`src/rtl/ex_muldiv_if.sv`:
```
// ex_muldiv_if: connects the EX-stage pipeline to the iterative multiply/divide unit.
//   master modport (pipeline side): drives start_i, flush_i, funct3_i, rs1_i, rs2_i and rd_i,
//                                   and receives stall_o, busy_o, done_o, result_o, rd_o and reg_write_o.
//   slave modport (unit side):      the same signals with the directions reversed.
interface ex_muldiv_if #(
  parameter int XLEN = 32
);
  logic            start_i;
  logic            flush_i;
  logic [2:0]      funct3_i;
  logic [XLEN-1:0] rs1_i;
  logic [XLEN-1:0] rs2_i;
  logic [4:0]      rd_i;
  logic            stall_o;
  logic            busy_o;
  logic            done_o;
  logic [XLEN-1:0] result_o;
  logic [4:0]      rd_o;
  logic            reg_write_o;

  modport master (
    output start_i, flush_i, funct3_i, rs1_i, rs2_i, rd_i,
    input  stall_o, busy_o, done_o, result_o, rd_o, reg_write_o
  );

  modport slave (
    input  start_i, flush_i, funct3_i, rs1_i, rs2_i, rd_i,
    output stall_o, busy_o, done_o, result_o, rd_o, reg_write_o
  );
endinterface

```
`src/rtl/ex_muldiv_unit.sv`:
```
// ex_muldiv_unit: iterative RV32M multiply/divide unit in the EX stage.
// It computes one radix-2 step per cycle: shift-add for multiply and restoring
// subtraction for divide. It works on operand magnitudes and corrects the sign of
// the final result.
//   clk, reset : clock and asynchronous active-low reset.
//   bus        : ex_muldiv_if.slave, which carries the following:
//                start/flush/funct3/rs1/rs2/rd in,
//                stall/busy/done/result/rd_o/reg_write out.
module ex_muldiv_unit #(
  parameter int XLEN  = 32,
  parameter int CNT_W = 6
) (
  input  logic         clk,
  input  logic         reset,
  ex_muldiv_if.slave   bus
);
  typedef enum logic [1:0] {IDLE, CALC, DONE} state_t;

  state_t              state_reg, state_next;
  logic [CNT_W-1:0]    cnt_reg;
  logic [2*XLEN-1:0]   acc_reg;      // mul: {partial hi, multiplier}; div: {remainder, dividend/quotient}
  logic [XLEN-1:0]     opnd_reg;     // multiplicand or divisor magnitude
  logic [2:0]          f3_reg;
  logic                neg_q_reg;    // negate product/quotient
  logic                neg_r_reg;    // negate remainder (dividend sign)
  logic [4:0]          rd_pend_reg;
  logic [XLEN-1:0]     result_reg;
  logic [4:0]          rd_reg;

  // ---------------- start-time decode ----------------
  logic            a_signed, b_signed, sign_a, sign_b;
  logic [XLEN-1:0] mag_a, mag_b, special_res;
  logic            div_zero, div_ovf, special, accept, last_step;

  always_comb begin
    // For divides, the even funct3 codes are signed. For multiplies, MULH treats both
    // operands as signed and MULHSU treats only rs1 as signed. MUL's low half is sign-agnostic.
    a_signed = bus.funct3_i[2] ? ~bus.funct3_i[0] : (bus.funct3_i[1] ^ bus.funct3_i[0]);
    b_signed = bus.funct3_i[2] ? ~bus.funct3_i[0] : (bus.funct3_i[1:0] == 2'b01);
    sign_a   = a_signed & bus.rs1_i[XLEN-1];
    sign_b   = b_signed & bus.rs2_i[XLEN-1];
    mag_a    = sign_a ? -bus.rs1_i : bus.rs1_i;
    mag_b    = sign_b ? -bus.rs2_i : bus.rs2_i;
    div_zero = bus.funct3_i[2] && (bus.rs2_i == '0);
    div_ovf  = bus.funct3_i[2] && !bus.funct3_i[0] &&
               (bus.rs1_i == {1'b1, {(XLEN-1){1'b0}}}) && (bus.rs2_i == '1);
    special  = div_zero || div_ovf;
    if (div_zero)
      special_res = bus.funct3_i[1] ? bus.rs1_i : '1;
    else
      special_res = bus.funct3_i[1] ? '0 : {1'b1, {(XLEN-1){1'b0}}};
    accept    = (state_reg == IDLE) && bus.start_i && !bus.flush_i;
    last_step = (cnt_reg == CNT_W'(XLEN-1));
  end

  // ---------------- one iteration step ----------------
  logic [XLEN:0]     mul_sum, div_shift;
  logic [XLEN-1:0]   div_sub;
  logic              div_ge;
  logic [2*XLEN-1:0] acc_next, prod_fix;
  logic [XLEN-1:0]   quo_fix, rem_fix, calc_res;

  always_comb begin
    mul_sum   = {1'b0, acc_reg[2*XLEN-1:XLEN]} + (acc_reg[0] ? {1'b0, opnd_reg} : '0);
    div_shift = {acc_reg[2*XLEN-1:XLEN], acc_reg[XLEN-1]};
    div_ge    = div_shift >= {1'b0, opnd_reg};
    // When div_ge is true, the difference is below the divisor and fits in XLEN bits.
    div_sub   = div_shift[XLEN-1:0] - opnd_reg;
    if (f3_reg[2])
      acc_next = div_ge ? {div_sub, acc_reg[XLEN-2:0], 1'b1}
                        : {div_shift[XLEN-1:0], acc_reg[XLEN-2:0], 1'b0};
    else
      acc_next = {mul_sum, acc_reg[XLEN-1:1]};

    prod_fix = neg_q_reg ? -acc_next : acc_next;
    quo_fix  = neg_q_reg ? -acc_next[XLEN-1:0] : acc_next[XLEN-1:0];
    rem_fix  = neg_r_reg ? -acc_next[2*XLEN-1:XLEN] : acc_next[2*XLEN-1:XLEN];
    if (f3_reg[2])
      calc_res = f3_reg[1] ? rem_fix : quo_fix;
    else
      calc_res = (f3_reg[1:0] == 2'b00) ? prod_fix[XLEN-1:0] : prod_fix[2*XLEN-1:XLEN];
  end

  // ---------------- FSM ----------------
  always_ff @(posedge clk or negedge reset) begin
    if (!reset) state_reg <= IDLE;
    else        state_reg <= state_next;
  end

  always_comb begin
    state_next = state_reg;
    case (state_reg)
      IDLE: if (accept) state_next = special ? DONE : CALC;
      CALC: begin
        if (bus.flush_i)    state_next = IDLE;
        else if (last_step) state_next = DONE;
      end
      DONE:    state_next = IDLE;
      default: state_next = IDLE;
    endcase
  end

  // ---------------- datapath ----------------
  always_ff @(posedge clk or negedge reset) begin
    if (!reset) begin
      cnt_reg     <= '0;
      acc_reg     <= '0;
      opnd_reg    <= '0;
      f3_reg      <= '0;
      neg_q_reg   <= 1'b0;
      neg_r_reg   <= 1'b0;
      rd_pend_reg <= '0;
      result_reg  <= '0;
      rd_reg      <= '0;
    end else if (accept) begin
      cnt_reg     <= '0;
      f3_reg      <= bus.funct3_i;
      rd_pend_reg <= bus.rd_i;
      neg_q_reg   <= sign_a ^ sign_b;
      neg_r_reg   <= sign_a;
      if (bus.funct3_i[2]) begin
        acc_reg  <= {{XLEN{1'b0}}, mag_a};
        opnd_reg <= mag_b;
      end else begin
        acc_reg  <= {{XLEN{1'b0}}, mag_b};
        opnd_reg <= mag_a;
      end
      if (special) begin
        result_reg <= special_res;
        rd_reg     <= bus.rd_i;
      end
    end else if (state_reg == CALC && !bus.flush_i) begin
      acc_reg <= acc_next;
      cnt_reg <= cnt_reg + 1'b1;
      if (last_step) begin
        result_reg <= calc_res;
        rd_reg     <= rd_pend_reg;
      end
    end
  end

  assign bus.stall_o     = accept || (state_reg == CALC);
  assign bus.busy_o      = (state_reg != IDLE);
  assign bus.done_o      = (state_reg == DONE);
  assign bus.reg_write_o = (state_reg == DONE);
  assign bus.result_o    = result_reg;
  assign bus.rd_o        = rd_reg;
endmodule

```
`src/flat_wrapper.sv`:
```
// flat-port wrapper written by rule: the top's interface ports become plain ports
module ex_muldiv_unit_flat 
#(
  parameter int XLEN  = 32,
  parameter int CNT_W = 6
)
  (clk, reset, bus_start_i, bus_flush_i, bus_funct3_i, bus_rs1_i, bus_rs2_i, bus_rd_i, bus_stall_o, bus_busy_o, bus_done_o, bus_result_o, bus_rd_o, bus_reg_write_o);
  ex_muldiv_if #(.XLEN(XLEN)) bus_i ();
  input  logic clk;
  input  logic reset;
  input wire logic [$bits(bus_i.start_i)-1:0] bus_start_i;
  input wire logic [$bits(bus_i.flush_i)-1:0] bus_flush_i;
  input wire logic [$bits(bus_i.funct3_i)-1:0] bus_funct3_i;
  input wire logic [$bits(bus_i.rs1_i)-1:0] bus_rs1_i;
  input wire logic [$bits(bus_i.rs2_i)-1:0] bus_rs2_i;
  input wire logic [$bits(bus_i.rd_i)-1:0] bus_rd_i;
  output wire logic [$bits(bus_i.stall_o)-1:0] bus_stall_o;
  output wire logic [$bits(bus_i.busy_o)-1:0] bus_busy_o;
  output wire logic [$bits(bus_i.done_o)-1:0] bus_done_o;
  output wire logic [$bits(bus_i.result_o)-1:0] bus_result_o;
  output wire logic [$bits(bus_i.rd_o)-1:0] bus_rd_o;
  output wire logic [$bits(bus_i.reg_write_o)-1:0] bus_reg_write_o;
  assign bus_i.start_i = bus_start_i;
  assign bus_i.flush_i = bus_flush_i;
  assign bus_i.funct3_i = bus_funct3_i;
  assign bus_i.rs1_i = bus_rs1_i;
  assign bus_i.rs2_i = bus_rs2_i;
  assign bus_i.rd_i = bus_rd_i;
  assign bus_stall_o = bus_i.stall_o;
  assign bus_busy_o = bus_i.busy_o;
  assign bus_done_o = bus_i.done_o;
  assign bus_result_o = bus_i.result_o;
  assign bus_rd_o = bus_i.rd_o;
  assign bus_reg_write_o = bus_i.reg_write_o;
  ex_muldiv_unit #(.XLEN(XLEN), .CNT_W(CNT_W)) u_core (.clk(clk), .reset(reset), .bus(bus_i));
endmodule
```
`config.mk`:
```
export PLATFORM = sky130hd
export DESIGN_NAME = ex_muldiv_unit_flat
export DESIGN_NICKNAME = d
export VERILOG_FILES = /design/src/rtl/ex_muldiv_if.sv /design/src/rtl/ex_muldiv_unit.sv /design/src/flat_wrapper.sv
export SDC_FILE = /design/constraint.sdc
export NUM_CORES = 1
export LEC_CHECK = 0
export BUFFER_PORTS_ARGS = -buffer_cell sky130_fd_sc_hd__buf_2
export CAP_MARGIN = 20
export CELL_PAD_IN_SITES_DETAIL_PLACEMENT = 1
export CELL_PAD_IN_SITES_GLOBAL_PLACEMENT = 2
export CORE_MARGIN = 2
export CORE_UTILIZATION = 40
export DETAILED_ROUTE_END_ITERATION = 8
export GPL_ROUTABILITY_DRIVEN = 0
export PLACE_DENSITY = 0.95
export SLEW_MARGIN = 20
export SYNTH_ARGS = -nofsm -noshare
export SYNTH_HDL_FRONTEND = slang
export SYNTH_SLANG_ARGS = --single-unit
```
`constraint.sdc`:
```
create_clock -name clk -period 8.4 [get_ports clk]
set_input_delay 1.26 -clock clk [delete_from_list [all_inputs] [get_ports clk]]
set_output_delay 1.26 -clock clk [all_outputs]
set_load 0.05 [all_outputs]
```
* Yosys cells after proc, flatten, opt, wreduce, memory -nomap -nowiden
Cells that the tools add are included.
Word-level totals: bits in read-only memories 0, latch bits 0, output and inout bits 41, bits of input ports 76, memories 0, RAM bits 0, word-level logic and storage cells 87, register bits 151
Operators by class: bitwise gates (word level) 5, magnitude comparators 1, $mul 0, shift operators 0, reductions and logical operators 19, equality and inequality tests 9, divide/modulo/power cells 0, mux-type cells 35, add/sub/neg operators 8
Operator list (number):
- $mux 32 | 17
- $mux 64 | 5
- $neg 32->32 | 4
- $eq 32x32->1 const B | 2
- $neg 64->64 | 1
- $add 32x33->33 | 1
- $ge 33x32->1 | 1
- $logic_not 32->1 | 1
- $sub 32x32->32 | 1
- $mux 5 | 4
- $mux 6 | 2
- $mux 2 | 4
- $logic_and 1x1->1 | 7
- $add 6x1->6 const B | 1
- $eq 6x5->1 const B | 1
- $reduce_bool 2->1 | 3
- $eq 2x1->1 const B | 2
- $logic_not 2->1 | 2
- $ne 2x1->1 const B | 2
- $pmux 2 s2 | 1
- $ne 3x2->1 const B | 1
- $reduce_and 3->1 | 1
- $and 1x1->1 | 2
- $eq 2x2->1 const B | 1
- 6 further kinds | 10

* Longest topological paths before layout
depth after elaboration 10, depth in mapped cells 22, depth with buffers taken out 19

* Least setup slack after synthesis
OpenSTA, ideal clock, no wires.
path type register to register, start point register u_core.acc_reg[35], end point register u_core.result_reg[16], in the netlist u_core.bus.result_o[16], path buffers 1, setup time 0.076 ns, path slack 3.759 ns, data arrival time 4.564 ns, stages on the path, launching flop included 20, data required time 8.324 ns, clock period less this slack 4.641 ns, cells stage by stage dfrtp_1 > ha_1 > a21o_1 > a31oi_4 > a21boi_4 > o31a_4 > nor3_4 > buf_8 > mux2i_1 > o21ai_0 > inv_1 > ha_1 > nand2_1 > a311oi_2 > nand4_2 > or4_4 > o41ai_2 > xnor2_1 > o221a_1 > o21ai_1
Between the ends: longest elaborated chain between the ends 10, elaborated cells between the ends (all ways) 17, those cells by class add/sub (5); order compare (1); mux (11)
RTL lines:
- start: declaration | line ex_muldiv_unit.sv:21 | logic [2*XLEN-1:0] acc_reg;
- start signal: assignment | line ex_muldiv_unit.sv:122 | acc_reg <= {{XLEN{1'b0}}, mag_a};
- start signal: assignment | line ex_muldiv_unit.sv:125 | acc_reg <= {{XLEN{1'b0}}, mag_b};
- start signal: assignment | line ex_muldiv_unit.sv:133 | acc_reg <= acc_next;
- $sub 32x32->32 / $ge 33x32->1 (equally long branches) | line ex_muldiv_unit.sv:68, ex_muldiv_unit.sv:66
- $mux 64 | line ex_muldiv_unit.sv:70 | acc_next = div_ge ? {div_sub, acc_reg[XLEN-2:0], 1'b1}
- $mux 64 (*) | line ex_muldiv_unit.sv:69 | if (f3_reg[2])
- $neg 64->64 (tied with other cells) | line ex_muldiv_unit.sv:75 | prod_fix = neg_q_reg ? -acc_next : acc_next;
- $mux 64 (tied with other cells) | line ex_muldiv_unit.sv:75
- $mux 32, on equally long branches | line ex_muldiv_unit.sv:81, ex_muldiv_unit.sv:79
- $mux 32 (*) | line ex_muldiv_unit.sv:78 | if (f3_reg[2])
- $mux 32 (*) | line ex_muldiv_unit.sv:135 | if (last_step) begin
- $mux 32 (*) | line ex_muldiv_unit.sv:132 | end else if (state_reg == CALC && !bus.flush_i) begin
- $mux 32 (*) | line ex_muldiv_unit.sv:115 | end else if (accept) begin
- end signal: assignment | line ex_muldiv_unit.sv:129 | result_reg <= special_res;
- end signal: assignment | line ex_muldiv_unit.sv:136 | result_reg <= calc_res;
- end: declaration | line ex_muldiv_unit.sv:27 | logic [XLEN-1:0] result_reg;
Every way passes the cells marked *; elsewhere a longest branch is shown, timed or not. The select of a mux whose other input is x is not followed. A chain may end at the register's enable or synchronous reset.

* Worst setup path in the final report
start point register u_core.acc_reg[51], end point register u_core.result_reg[26], in the netlist u_core.bus.result_o[26]
Same word-level chain as after synthesis.

==> flow_summary.yaml <==
floorplanning:
  core_um2: 42200
  die_h_um: 211
  die_w_um: 211
  boundaryPins: 117
  initial_core_util_pct: 40.7
  die_area_um2: 44700
  std_cell_rows: 75
placement:
  hpwl_um: 60500
  placed_area_um2: 18000
  port_buffers: 116
  pre_cts_slack_ns: 2.34
  dp.cells: 2828
clocking:
  path_clk_slew_ns: 0.08
  ctsHtreeMaxLevel: 4
  cts_sinks: 151
  cts_hold_buf: 0
  cts_tree: "yes"
  clockBufferDepth: 2
  insertion_delay_ns: 0.47
  cts_made_buffers: 17
  clock_tree.root_cell: "clkbuf_16"
  cts_resized: 0
  cts_setup_buffers: 0
critical_path:
  worstPathArrival_ns: 6.31
  cp_data_required_time_ns: 8.76
  r2r-end: "u_core.bus.result_o[26]$_DFFE_PN0P_"
  crit_fanout: 14
  r2r-start: "u_core.acc_reg[51]$_DFFE_PN0P_"
  crit_type: "flip-flop to flip-flop"
  r2r_slack_ns: 2.45
  worstSetupStartpointType: "flip-flop"
  r2r_cells: 17
  setup.worst_path.end_class: "flip-flop"
synthesis:
  syn-cell-area_um2: 17200
  synthCells: 2298
  synth-edff-count: 0
  ys_top_cells_by_count: "nand2_1, o21ai_0, a21oi_1"
  synth-seq-cells: 151
  yosys-top-cells-area: "dfrtp_1, o21ai_0, nand2_1"
  synthFlopType: "dfrtp_1"
  yosys_warnings: 0
  yosys.area.top_type: "dfrtp_1"
  ys_types: 116
  avgSynthCellArea_um2: 7.49
  syn-num-nets: 2447
  yosysMostFrequentCell: "nand2_1"
  seq_area_frac_synth_pct: 22.0
  synth_top_area_share_pct: 22.0
  async_reset_ff_share_pct: 100
global_route:
  grt_max_degree: 138
  grt_usage_pct: 34.8
  first_global_vias: 19200
  grt_pass1_wl_um: 119000
  antenna_found_initial: 7
  grt_overflow: 0
layout:
  multi_input_area_um2: 12500
  syn_to_final_growth_pct: 8.04
  postLayoutCellArea_um2: 18600
  largest_register_ffs: 64
  final_cells: 2862
  drive_gt1_share_pct: 11.7
  nNetsFinal: 2458
  seqCellArea_um2: 3780
  fillers: 5311
sta:
  setup_tns_ns: 0
  timing.final.crit_share_pct: 70.9
  tightest_slew_ns: 1.14
  timing.final.ws_setup_ns: 2.45
  relSlewSlack_pct: 24.3
  holdWs_ns: 0.473
  hold_viol_final: 0
  min_period_ns: 5.95
  setup_violations: 0
  clock.fmax_mhz: 168
  skew_ns: 0.0168
  rsz0062_at_grt: "no"
  final-max-slew-violation-count: 0
drt:
  drt_iter0_drc: 2131
  via_count: 19500
  wl_met1_um: 31800
  vias_per_cell: 6.82
  antenna_left: 0
  wl_per_cell_um: 27.5
  top_layer_used: "met5"
  met3_length_um: 7580
  routed_wl_um: 78600
  drt_pass1_iterations: 8
  wl_met2_um: 34700
  drc_errors: 0
run_status:
  status: "finished clean"
min_path:
  holdPathEnd: "u_core.rd_pend_reg[2]$_DFFE_PN0P_"
  hp-class: "flip-flop to flip-flop"
  worstHoldStart: "u_core.rd_pend_reg[2]$_DFFE_PN0P_"
  hold_depth: 2
pwr:
  ir_drop_mv: 0.209
  power_density_nw_per_um2: 370
  p_leak_nw: 7.64
run:
  drv_cap: 0
through the flow:
| stage | total power [mW] | util (%) |
|---|---|---|
| floorplan | 4.44 | - |
| global placement | 5.72 | 42.6 |
| detailed placement | 5.88 | 42.6 |
| CTS | 6.69 | 44.0 |
| global route | 7.22 | 44.0 |
| finish | 6.88 | 44.0 |
final cells by class:
cell class / count / area share [%]
multi-input combinational: 1923 / 67.2
clock inverter: 13 / 0.592
sequential: 151 / 20.4
inverter: 75 / 1.51
timing repair buffer: 141 / 4.30
clock buffer: 19 / 2.44
antenna: 1 / 0.0135
tap: 539 / 3.63
cell families (layout without fill, tap and decap cells):
family	count (synthesis)	after routing	share of synthesized area, %
simple gates	823	823	24.1
compound gates	797	797	30.7
other cells	0	1	0
mux	65	65	3.90
xor+xnor	165	165	8.40
fa+ha+maj	73	73	5.40
flops	151	151	22.0
buf+inv	224	248	5.57
how the worst max path moves through the flow:
stage | from | depth (start not counted) | endpoint
floorplan | u_core.acc_reg[35]$_DFFE_PN0P_ | 19 | u_core.bus.result_o[16]$_DFFE_PN0P_
global placement | u_core.acc_reg[0]$_DFFE_PN0P_ | 14 | u_core.bus.result_o[31]$_DFFE_PN0P_
detailed placement | u_core.acc_reg[0]$_DFFE_PN0P_ | 16 | u_core.bus.result_o[31]$_DFFE_PN0P_
CTS | u_core.acc_reg[0]$_DFFE_PN0P_ | 16 | u_core.bus.result_o[31]$_DFFE_PN0P_
global route | u_core.acc_reg[51]$_DFFE_PN0P_ | 17 | u_core.bus.result_o[26]$_DFFE_PN0P_
finish | u_core.acc_reg[51]$_DFFE_PN0P_ | 17 | u_core.bus.result_o[26]$_DFFE_PN0P_
power by group:
part | internal [mW] | switching (mW)
sequential | 0.894 | 0.276
clock | 0.402 | 0.378
combinational | 1.63 | 3.30
cells in the final DEF (no fill, tap or decap), drive strengths merged, types with 9 or more instances in the layout:
master  synthesis  routed
nand2         281     281
o21ai         259     259
a21oi         171     171
nor2          166     166
dfrtp         151     151
buf            59     140
xnor2          94      94
inv            72      79
xor2           71      71
ha             71      71
nor3           67      67
o211ai         59      59
mux2i          49      49
and2           48      48
nand4          46      46
nand3          40      40
o31ai          34      34
a21o           32      32
nand2b         28      28
a31oi          27      27
nor4           25      25
or3            22      22
clkbuf         90      20
a211oi         19      19
o21a           19      19
o221ai         18      18
or2            18      18
mux2           16      16
o41ai          15      15
a311oi         14      14
a22o           13      13
a21boi         13      13
nor2b          11      11
or4            11      11
and3           11      11
a221oi         10      10
nor4b           9       9
critical path, cell delays in order, from the launching register on:
cell	delay [ns]
dfrtp_1	0.47
ha_1	0.42
a21oi_1	0.28
o21ai_1	0.21
a21o_1	0.25
o21ai_2	0.59
a31oi_1	0.21
o31a_1	0.41
inv_1	0.14
ha_1	0.21
nand2_1	0.08
a311oi_2	0.44
and4_2	0.38
nand4_1	0.49
nor3_1	0.55
and3_1	0.22
o311ai_0	0.16
o221a_2	0.30
routing by layer:
metal / up-vias / GRT usage (%)
li1: 8519 / -
met1: 9623 / 45.2
met2: 1088 / 54.2
met3: 273 / 7.62
met4: 4 / 18.1
met5: - / 0
(Power assumes the default switching activity.)
